<file path="src/rtl/floor_request_scheduler.sv">
// Floor request scheduler: latches floor calls, tracks travel direction with a
// three-state SCAN machine and presents the next target floor as {valid, floor}.
module floor_request_scheduler #(
    parameter  int FLOORS = 4,
    localparam int FW     = $clog2(FLOORS)
) (
    input  logic              clk,
    input  logic              rst,
    input  logic [FLOORS-1:0] btn,
    input  logic [FW-1:0]     cur_floor,
    input  logic              arrived,
    output logic [FW:0]       n_stage,
    output logic              exit,
    output logic              dir_up,
    output logic              dir_dn,
    output logic [FLOORS-1:0] pending
);

    typedef enum logic [1:0] {
        S_IDLE = 2'd0,
        S_UP   = 2'd1,
        S_DOWN = 2'd2
    } state_t;

    state_t            state_q, state_d;
    logic [FLOORS-1:0] pending_q, pending_d;
    logic [FW:0]       n_stage_q, n_stage_d;
    logic              exit_q, exit_d;
    logic              dir_up_q, dir_up_d;
    logic              dir_dn_q, dir_dn_d;

    logic              here, above, below;
    logic [FLOORS-1:0] clr;
    logic [FW-1:0]     up_tgt, dn_tgt;

    // Position flags, nearest targets in each direction and the arrival clear mask.
    // An out-of-range cur_floor never equals any index, so it clears nothing and
    // is never "here", while above/below still compare against the raw value.
    always_comb begin
        // NOTE: every signal written here gets a default first so no path leaves it
        // unassigned, which would otherwise infer a latch.
        here   = 1'b0;
        above  = 1'b0;
        below  = 1'b0;
        clr    = '0;
        up_tgt = '0;
        dn_tgt = '0;
        for (int i = 0; i < FLOORS; i++) begin
            clr[i] = arrived && (FW'(i) == cur_floor);
            if (pending_q[i]) begin
                if (FW'(i) == cur_floor) here  = 1'b1;
                if (FW'(i) >  cur_floor) above = 1'b1;
                if (FW'(i) <  cur_floor) below = 1'b1;
            end
        end
        // Descending scan: the last hit is the lowest pending floor above the car.
        for (int i = FLOORS - 1; i >= 0; i--) begin
            if (pending_q[i] && (FW'(i) > cur_floor)) up_tgt = FW'(i);
        end
        // Ascending scan: the last hit is the highest pending floor below the car.
        for (int i = 0; i < FLOORS; i++) begin
            if (pending_q[i] && (FW'(i) < cur_floor)) dn_tgt = FW'(i);
        end
    end

    // SCAN next state: keep going while work remains ahead, else reverse, else rest.
    always_comb begin
        state_d = S_IDLE;
        unique case (state_q)
            S_IDLE:  state_d = above ? S_UP   : (below ? S_DOWN : S_IDLE);
            S_UP:    state_d = above ? S_UP   : (below ? S_DOWN : S_IDLE);
            S_DOWN:  state_d = below ? S_DOWN : (above ? S_UP   : S_IDLE);
            default: state_d = S_IDLE;
        endcase
    end

    // Target selection from the next state; serving the current floor comes first.
    always_comb begin
        n_stage_d = '0;
        if (here) begin
            n_stage_d = {1'b1, cur_floor};
        end else if (state_d == S_UP) begin
            n_stage_d = {1'b1, up_tgt};
        end else if (state_d == S_DOWN) begin
            n_stage_d = {1'b1, dn_tgt};
        end
        exit_d    = n_stage_d[FW] && (n_stage_d[FW-1:0] == cur_floor);
        dir_up_d  = (state_d == S_UP);
        dir_dn_d  = (state_d == S_DOWN);
        // Clear beats a same-cycle press: the floor is being served right now.
        pending_d = (pending_q | btn) & ~clr;
    end

    // State, request and output registers.
    always_ff @(posedge clk or posedge rst) begin
        // NOTE: sequential state uses non-blocking assignments so every register
        // samples the pre-edge values regardless of statement order.
        if (rst) begin
            state_q   <= S_IDLE;
            pending_q <= '0;
            n_stage_q <= '0;
            exit_q    <= 1'b0;
            dir_up_q  <= 1'b0;
            dir_dn_q  <= 1'b0;
        end else begin
            state_q   <= state_d;
            pending_q <= pending_d;
            n_stage_q <= n_stage_d;
            exit_q    <= exit_d;
            dir_up_q  <= dir_up_d;
            dir_dn_q  <= dir_dn_d;
        end
    end

    assign n_stage = n_stage_q;
    assign exit    = exit_q;
    assign dir_up  = dir_up_q;
    assign dir_dn  = dir_dn_q;
    assign pending = pending_q;

endmodule

</file>
<file path="config.mk">
export PLATFORM = sky130hd
export DESIGN_NAME = floor_request_scheduler
export DESIGN_NICKNAME = d
export VERILOG_FILES = /design/src/rtl/floor_request_scheduler.sv
export SDC_FILE = /design/constraint.sdc
export NUM_CORES = 1
export LEC_CHECK = 0
export CORE_MARGIN = 2
export CORE_UTILIZATION = 43
export CTS_BUF_LIST = sky130_fd_sc_hd__clkbuf_4
export CTS_CLUSTER_SIZE = 24
export DETAILED_ROUTE_END_ITERATION = 7
export PLACE_DENSITY = 0.76
export RECOVER_POWER = 50
export SETUP_SLACK_MARGIN = 0.4
export SYNTH_ARGS = -nofsm -noshare
export SYNTH_HDL_FRONTEND = slang
export SYNTH_SLANG_ARGS = --single-unit
</file>
<file path="constraint.sdc">
create_clock -name clk -period 2 [get_ports clk]
set_input_delay 0.4 -clock clk [delete_from_list [all_inputs] [get_ports clk]]
set_output_delay 0.4 -clock clk [all_outputs]
set_load 0.02 [all_outputs]
</file>
==> results_dict.tcl <==
set metrics [dict create \
    reg2reg_from "pending[1]" \
    hold_class "in -> async" \
    routedWlPerCell_um 16.1 \
    cell_internal_pwr_mw 0.520 \
    pwr-share-comb_pct 43.3 \
    yosys.area.top_type "dfrtp_1" \
    stdcell_count 123 \
    regArea_um2 305 \
    fmax_mhz 523 \
    peakVddDrop_mv 0.462 \
    final_max_slew_viol_count 0 \
    nets 119 \
    clkSlewWorstSetupHoldPaths_ps 80 \
    grt.overflow.total 0 \
    synth_common_cells "dfrtp_1, nor2_1, o21ai_1" \
    drv_cap 0 \
    fin_ws_ps 89.4 \
    antenna_cells 0 \
    die_x_um 44.0 \
    multi_input_area_um2 429 \
    slew_headroom_pct 67.9 \
    crit_path_top_delay_cell "dfrtp_2" \
    synth_cell_types 31 \
    worst-path-buf-inv 1 \
    status "complete, no violations" \
    slowest_delay_ps 380 \
    switchingPower_mw 0.270 \
    synth_fp_nets 78 \
    grt_pass1_vias 712 \
    clock_power_share_pct 20.0 \
    worstPathCellList "nor2b_4 > nor2_4 > o221a_1 > o21ai_2 > ha_4 > buf_6 > a21oi_2 > a31o_1 > o21bai_1 > a22oi_1" \
    fin_skew_ps 3.87 \
    finalCritPeriodShare_pct 95.5 \
    grt_pass1_wl_mm 3.22 \
    crit_cells 10 \
    setup_violations 0 \
    fin_setup_tns_ps 0 \
    ys.flop_type "dfrtp_1" \
    die_y_um 44.0 \
    antenna_found_initial 0 \
    ios 19 \
    synthArstFlopShare_pct 100 \
    p_sw_share_pct 34.2 \
    reg2reg_depth 10 \
    yosysMostFrequentCell "dfrtp_1" \
    root_buffer "clkbuf_4" \
    hold_violations 0 \
    grt_max_degree 14 \
    cp_data_required_time_ps 2150 \
    wirelength_mm 1.98 \
    crit_arrival_ps 2060 \
    synth_area_leaders "dfrtp_1, buf_6, ha_1" \
    clk_latency_ps 270 \
    htree_levels 1 \
    io_buffers 18 \
    drive_above_1_share_pct 46.7 \
    postRouteAntennaNets 0 \
    cts_buffers 3 \
    pwr_density_cell_mw_per_mm2 690 \
    syn2layout_area_growth_pct 66.7 \
    dp_slack_ps -443 \
    synth.yosys.seq_area_share_pct 43.7 \
    crit_type "reg -> reg" \
    initial_utilization_pct 45.6 \
    n_fill_cell 96 \
    synth_cells 67 \
    rows 14 \
    crit_start "pending[1]" \
    reg2reg_slack_ps 90 \
    rsz0062_at_grt "true" \
    postSynthAreaPerCell_um2 10.3 \
    critical-path-top-delay-family "compound AO/OA/AOI/OAI gates" \
    synth-edff-count 0 \
    grt_usage_pct 24.1 \
    critPathLaunchType "flip-flop" \
    syn-cell-area_um2 687 \
    fin_crit_ps 1910 \
    dpl.hpwl_mm 1.38 \
    avgViaCountPerCell 5.65 \
    core_area_mm2 0.00151 \
    cts_tree "built" \
    gp_congestion 0.790 \
    dieArea_mm2 0.00193 \
    first_pass_iters 2 \
    power_frac_seq_pct 36.7 \
    dp.cells 112 \
    drc 0 \
    crit_path_end_kind "flip-flop" \
    r2r_end "n_stage[0]" \
    vias 695 \
    drtIter0Drc 12 \
    synth_seq_cells 12 \
    cts_max_path_buffers 2 \
    yosysWarnings 0 \
    worst_pin_slew_ps 482 \
    synth_top_cell_area_share_pct 43.7 \
    cts_sinks 12 \
    crit_path_max_fanout 4 \
    final_util_pct 76.0 \
    cellLeakagePower_nw 0.492 \
]
-- layer usage --
metal / vias to the layer above / routed length, um / GRT usage (%)
met4: 0 / 46 / 16.4
met5: - / 0 / 0
met2: 15 / 1060 / 41.5
met3: 6 / 70 / 5.00
li1: 330 / - / -
met1: 344 / 811 / 26.2
-- flip-flops by register name, summed over array words and instances (netlist names) --
signal   cells
dir_up       1
pending      4
state_q      2
dir_dn       1
exit         1
n_stage      3
-- stage by stage --
stage          hold WS (ps)  power [mW]  area, um^2
6_report                571       0.790        1140
5_1_grt                 601       0.834        1140
4_1_cts                 436       0.772        1110
3_5_place_dp            609       0.586        1010
3_3_place_gp            591       0.578        1010
2_1_floorplan           264       0.466         742
-- how the worst max path moves through the flow --
stage / end
after floorplan: exit
after global placement: exit
after detailed placement: exit
after CTS: exit
after global routing: n_stage[0]
final: n_stage[0]
-- timing repair --
| item | in CTS | in global routing |
|---|---|---|
| pin swaps | 9 | 5 |
| gates resized for setup | 24 | 13 |
| setup buffers | 6 | 1 |
| hold buffers | 0 | 0 |
| cloned | 0 | 0 |
| setup endpoints to repair | 15 | 8 |
-- layout by cell type, fill, tap and decap left out, types with 2 or more instances in the layout --
| master | Yosys | final |
|---|---|---|
| ha_4 | 0 | 2 |
| clkdlybuf4s15_1 | 0 | 2 |
| nand2_1 | 3 | 3 |
| dfrtp_1 | 12 | 8 |
| a21oi_1 | 4 | 2 |
| dlygate4sd2_1 | 0 | 6 |
| buf_4 | 1 | 20 |
| dfrtp_2 | 0 | 4 |
| a31oi_1 | 3 | 3 |
| clkbuf_4 | 0 | 3 |
| o32a_1 | 2 | 2 |
| a21oi_2 | 0 | 2 |
| buf_6 | 3 | 3 |
| nor2_1 | 5 | 3 |
| o21ai_1 | 5 | 3 |
| dlygate4sd3_1 | 0 | 2 |
| clkdlybuf4s50_1 | 0 | 4 |
| inv_1 | 4 | 3 |
| nand2b_1 | 3 | 3 |
| o21ai_2 | 1 | 4 |
-- power by group through the flow --
| stage | logic [mW] | registers, mW | clock network, mW |
|---|---|---|---|
| floorplan | 0.140 | 0.325 | 0 |
| global placement | 0.285 | 0.293 | 0 |
| detailed placement | 0.292 | 0.294 | 0 |
| CTS | 0.319 | 0.288 | 0.164 |
| global route | 0.366 | 0.293 | 0.175 |
| finish | 0.342 | 0.290 | 0.158 |
-- area by class of cell --
class                   instances  share of cell area, %
clock buffers                   3                   1.97
repair buffers                 41                   30.5
inverters                       4                   1.31
well taps                      16                   1.75
clock inverters                 1                  0.328
flip-flops and latches         12                   26.7
multi-input cells              46                   37.5
-- kinds of logic after synthesis --
family | count (synthesis) | synth area share, %
AND/OR/NAND/NOR | 16 | 12.2
buffers and inverters | 9 | 8.92
multiplexers | 1 | 3.28
flip-flops | 12 | 43.7
AO/OA/AOI/OAI | 27 | 28.2
adder cells (fa/ha/maj) | 2 | 3.64
-- worst reg2reg max path, cell delays in order (launching register included) --
cell and delay (ps):
dfrtp_2 380, nor2b_4 180, nor2_4 50, o221a_1 240
o21ai_2 170, ha_4 180, buf_6 110, a21oi_2 30
a31o_1 190, o21bai_1 170, a22oi_1 90
(Power assumes the default switching activity.)
